### config.mk
export PLATFORM = sky130hd
export DESIGN_NAME = hazard_scoreboard
export DESIGN_NICKNAME = d
export VERILOG_FILES = /design/src/rtl/hazard_scoreboard.sv
export SDC_FILE = /design/constraint.sdc
export NUM_CORES = 1
export LEC_CHECK = 0
export CORE_ASPECT_RATIO = 2
export CORE_MARGIN = 2
export CORE_UTILIZATION = 60
export DETAILED_ROUTE_END_ITERATION = 8
export PLACE_DENSITY = 0.85
export SYNTH_ARGS = -nofsm -noshare
export SYNTH_HDL_FRONTEND = slang
export SYNTH_SLANG_ARGS = --single-unit
### constraint.sdc
create_clock -name clk -period 5.1 [get_ports clk]
set_input_delay 0.51 -clock clk [delete_from_list [all_inputs] [get_ports clk]]
set_output_delay 0.51 -clock clk [all_outputs]
set_load 0.01 [all_outputs]
### src/rtl/hazard_scoreboard.sv
// rtl/hazard_scoreboard.sv - register hazard scoreboard for long-latency writes
module hazard_scoreboard #(
  parameter int NUM_REGS  = 32,
  parameter int REG_W     = 5,
  parameter int CNT_W     = 2,
  parameter int WB_BYPASS = 1,
  parameter int PERF_W    = 32
) (
  input  logic                clk,
  input  logic                reset,
  input  logic                id_valid,
  input  logic [REG_W-1:0]    id_rs1,
  input  logic [REG_W-1:0]    id_rs2,
  input  logic                id_use_rs1,
  input  logic                id_use_rs2,
  input  logic [REG_W-1:0]    id_rd,
  input  logic                id_is_long,
  input  logic                wb_valid,
  input  logic [REG_W-1:0]    wb_rd,
  input  logic                flush,
  output logic                stall,
  output logic                stall_raw,
  output logic                stall_waw,
  output logic [NUM_REGS-1:0] busy_vec,
  output logic [PERF_W-1:0]   stall_cycles,
  output logic                underflow_err
);

  // Table spans the full index space so any index is legal; unused entries are constant 0.
  localparam int TBL = 2 ** REG_W;

  logic [CNT_W-1:0] pend_cnt [TBL];
  logic [CNT_W-1:0] cnt_rs1, cnt_rs2, cnt_rd, cnt_wb;
  logic             rel_rs1, rel_rs2, issue, underflow_ev;

  assign cnt_rs1 = pend_cnt[id_rs1];
  assign cnt_rs2 = pend_cnt[id_rs2];
  assign cnt_rd  = pend_cnt[id_rd];
  assign cnt_wb  = pend_cnt[wb_rd];

  // A last outstanding write landing this cycle frees its readers when bypass is enabled.
  assign rel_rs1 = (WB_BYPASS != 0) && wb_valid && (wb_rd == id_rs1) && (cnt_rs1 == CNT_W'(1));
  assign rel_rs2 = (WB_BYPASS != 0) && wb_valid && (wb_rd == id_rs2) && (cnt_rs2 == CNT_W'(1));

  assign stall_raw = id_valid &&
                     ((id_use_rs1 && (cnt_rs1 != '0) && !rel_rs1) ||
                      (id_use_rs2 && (cnt_rs2 != '0) && !rel_rs2));
  assign stall_waw = id_valid && id_is_long && (id_rd != '0) && (cnt_rd == '1);
  assign stall     = stall_raw || stall_waw;

  assign issue        = id_valid && id_is_long && (id_rd != '0) && !stall && !flush;
  assign underflow_ev = wb_valid && (wb_rd != '0) && (cnt_wb == '0);

  for (genvar r = 0; r < TBL; r++) begin : g_reg
    if (r == 0 || r >= NUM_REGS) begin : g_zero
      assign pend_cnt[r] = '0;
    end else begin : g_cnt
      logic [CNT_W-1:0] cnt;
      logic             inc, dec;

      assign inc = issue && (id_rd == REG_W'(r));
      assign dec = wb_valid && !flush && (wb_rd == REG_W'(r)) && (cnt != '0);

      always_ff @(posedge clk or posedge reset) begin
        if (reset)
          cnt <= '0;
        else if (flush)
          cnt <= '0;
        else if (inc && !dec)
          cnt <= cnt + 1'b1;
        else if (dec && !inc)
          cnt <= cnt - 1'b1;
      end

      assign pend_cnt[r] = cnt;
    end
    if (r < NUM_REGS) begin : g_busy
      assign busy_vec[r] = (pend_cnt[r] != '0);
    end
  end

  always_ff @(posedge clk or posedge reset) begin
    if (reset) begin
      underflow_err <= 1'b0;
      stall_cycles  <= '0;
    end else begin
      if (underflow_ev)
        underflow_err <= 1'b1;
      if (stall && (stall_cycles != '1))
        stall_cycles <= stall_cycles + 1'b1;
    end
  end

endmodule

==> impl_metrics.json <==
{
  "grt_pass1_wl_um": 42300,
  "multi_input_area_um2": 4950,
  "p_leak_nw": 3.62,
  "grt_pass1_vias": 7546,
  "ys_seq_area_frac": 0.310,
  "rsz0062_at_grt": "no",
  "required_ns": 4.59,
  "final-instance-count-excl-fill": 1105,
  "critPathKind": "input pin to primary output",
  "cts_resized": 0,
  "rows": 58,
  "hold_path.class": "flip-flop to flip-flop",
  "cts_hold_buf": 0,
  "cp_cell_sequence": "clkdlybuf4s50_1 -> buf_4 -> mux2_2 -> a2bb2oi_1 -> nand3_1 -> a41oi_2 -> o41ai_2 -> nand2_2 -> clkdlybuf4s50_1",
  "start_util": 0.611,
  "htreeDepth": 3,
  "viasPerCell": 6.92,
  "timing.final.crit_period_ns": 4.66,
  "p_per_area_nw_per_um2": 211,
  "cts_tree": "built",
  "insertion_delay_ns": 0.36,
  "synth-seq-cells": 95,
  "layout-drive-gt1-share": 0.120,
  "grt.overflow.total": 0,
  "whs_path_depth": 1,
  "synth_top_area_frac": 0.310,
  "crit_top_cell": "clkdlybuf4s50_1",
  "netlist_instances": 882,
  "firstDrtPassIters": 5,
  "combPwrFrac": 0.182,
  "synth-main-ff-cell": "dfrtp_1",
  "critPathLaunchType": "input pin",
  "fp.coreArea_um2": 12600,
  "ioPinCount": 96,
  "grt_start_max_net_pins": 56,
  "ir_worst_vdd_mv": 0.242,
  "fillers": 975,
  "nets": 979,
  "synth-edff-count": 0,
  "p_switching_mw": 0.586,
  "wl_um": 27200,
  "dp.final_hpwl_um": 19800,
  "swShare": 0.309,
  "gp_congestion": 1.05,
  "dieArea_um2": 13800,
  "dr_total_vias": 7646,
  "clockBufferDepth": 2,
  "period_share": 0.914,
  "reg2reg_from": "g_reg[16].g_cnt.cnt[0]$_DFFE_PP0P_",
  "reg2reg_depth": 8,
  "wl_per_cell_um": 24.6,
  "die_x_um": 84.0,
  "postCtsSetupBuffers": 0,
  "synth_cell_types": 67,
  "finalSetupTns_ns": 0,
  "drc": 0,
  "synthArstFlopShare": 1.00,
  "dp.cells": 1089,
  "crit_slowest_cell": "clkdlybuf4s50_1",
  "drtIter0Drc": 854,
  "hold_viol": 0,
  "fmax_mhz": 214,
  "internal-power_mw": 1.31,
  "cap_violations": 0,
  "syn2layout_area_growth_pct": 17.1,
  "end_kind": "primary output",
  "clock_sinks": 95,
  "finalMaxSlewViolations": 0,
  "regArea_um2": 2380,
  "maxSlewHeadroom": 0.275,
  "clk_pin_slew_ns": 0.07,
  "cp_max_fo": 16,
  "worst_pin_slew_ns": 1.08,
  "numCtsBuffers": 9,
  "postSynthAreaPerCell_um2": 8.70,
  "max_stage_delay_ns": 0.96,
  "ctsRootBufferMaster": "clkbuf_16",
  "antenna_found_initial": 0,
  "synth_nets": 911,
  "grt_use_total": 0.405,
  "diodes": 0,
  "numPortBuffers": 94,
  "endpoint": "stall",
  "drtAntennaViolNets": 0,
  "r2r_slack_ns": 1.85,
  "clkPwrFrac": 0.390,
  "worstPathArrival_ns": 4.15,
  "syn_area_um2": 7670,
  "yosys_warnings": 0,
  "r2r_end": "g_reg[5].g_cnt.cnt[1]$_DFFE_PP0P_",
  "die_y_um": 164,
  "status": "finished clean",
  "setup_viol": 0,
  "yosys-top-cells-area": "dfrtp_1 (31%), mux4_2 (8.8%), xnor2_1 (7.3%)",
  "finalPower_mw": 1.90,
  "yosysTopAreaCell": "dfrtp_1",
  "p_seq_frac": 0.428,
  "startpoint": "id_rs1[0]",
  "fin_skew_ns": 0.0118
}
## power groups by stage
stage	clock network, mW	logic (mW)	registers (mW)
detailed placement	0	0.338	0.825
global route	0.770	0.369	0.814
floorplan	0	0.209	0.820
finish	0.740	0.345	0.811
global placement	0	0.335	0.824
CTS	0.743	0.340	0.811
## stage by stage
stage	area, µm²	hold WS, ns	util	setup WS, ns
floorplan	7670	0.513	-	2.11
detailed placement	8660	0.464	0.690	0.460
global placement	8660	0.462	0.690	0.505
global route	8990	0.523	0.716	0.270
finish	8990	0.475	0.716	0.437
CTS	8990	0.481	0.716	0.446
## final cells by class
class                      instances  share of cell area
sequential                        95               0.265
tap                              150              0.0209
multi-input combinational        712               0.551
clock buffer                       9              0.0251
inverter                          20             0.00863
timing repair buffer             112               0.119
clock inverter                     7              0.0109
## synthesized netlist by cell type, types with 20 or more instances
cell type  number
a21oi_1        40
and2_1         25
clkbuf_1       26
dfrtp_1        95
inv_1          20
mux2i_1        23
mux4_2         30
nand2_1        68
nand3_1        63
nand4_1        24
nor2_1        101
nor3b_1        22
o21ai_0        40
or2_2          27
xnor2_1        64
## state kept, by name, summed over array words and instances (netlist names)
name           flops
g.g_cnt.cnt       62
stall_cycles      32
underflow_err      1
## per-layer routing
| layer | share of wire | GRT usage | wire length, µm | vias up |
|---|---|---|---|---|
| met2 | 0.49 | 0.684 | 13400 | 517 |
| met1 | 0.31 | 0.414 | 8480 | 3610 |
| li1 | - | - | - | 3332 |
| met4 | 0.11 | 0.368 | 3020 | 0 |
| met5 | 0 | 0 | 0 | - |
| met3 | 0.085 | 0.0859 | 2310 | 187 |
## cells in the final DEF, fill, tap and decap left out, types with 18 or more instances in the layout
cell               n
a21oi_1           40
and2_1            25
buf_4             18
clkdlybuf4s50_1   93
dfrtp_1           95
inv_1             19
mux2i_1           23
mux4_2            30
nand2_1           68
nand3_1           63
nand4_1           24
nor2_1           101
nor2b_1           19
nor3b_1           22
o21ai_0           40
or2_2             27
xnor2_1           64
## worst min path at each step
stage | from | end
final | underflow_err$_DFFE_PP0P_ | underflow_err$_DFFE_PP0P_
after global routing | flush | g_reg[5].g_cnt.cnt[1]$_DFFE_PP0P_
after CTS | underflow_err$_DFFE_PP0P_ | underflow_err$_DFFE_PP0P_
after detailed placement | underflow_err$_DFFE_PP0P_ | underflow_err$_DFFE_PP0P_
after global placement | underflow_err$_DFFE_PP0P_ | underflow_err$_DFFE_PP0P_
after floorplan | underflow_err$_DFFE_PP0P_ | underflow_err$_DFFE_PP0P_
## worst max-delay path: cells and delay by family
kind	cells	cell delay (ns)
buf+inv	3	1.80
simple gates	2	0.33
compound gates	3	1.16
mux	1	0.35
## cells by family (layout without fill, tap and decap cells)
kind of cell / Yosys count / count (layout) / synth area share
compound gates: 152 / 152 / 0.131
fa+ha+maj: 1 / 1 / 0.00163
simple gates: 417 / 417 / 0.288
mux: 69 / 69 / 0.142
flops: 95 / 95 / 0.310
buf+inv: 75 / 148 / 0.0453
xor+xnor: 72 / 72 / 0.0822
other cells: 1 / 1 / 0.000489
(Power assumes the default switching activity.)
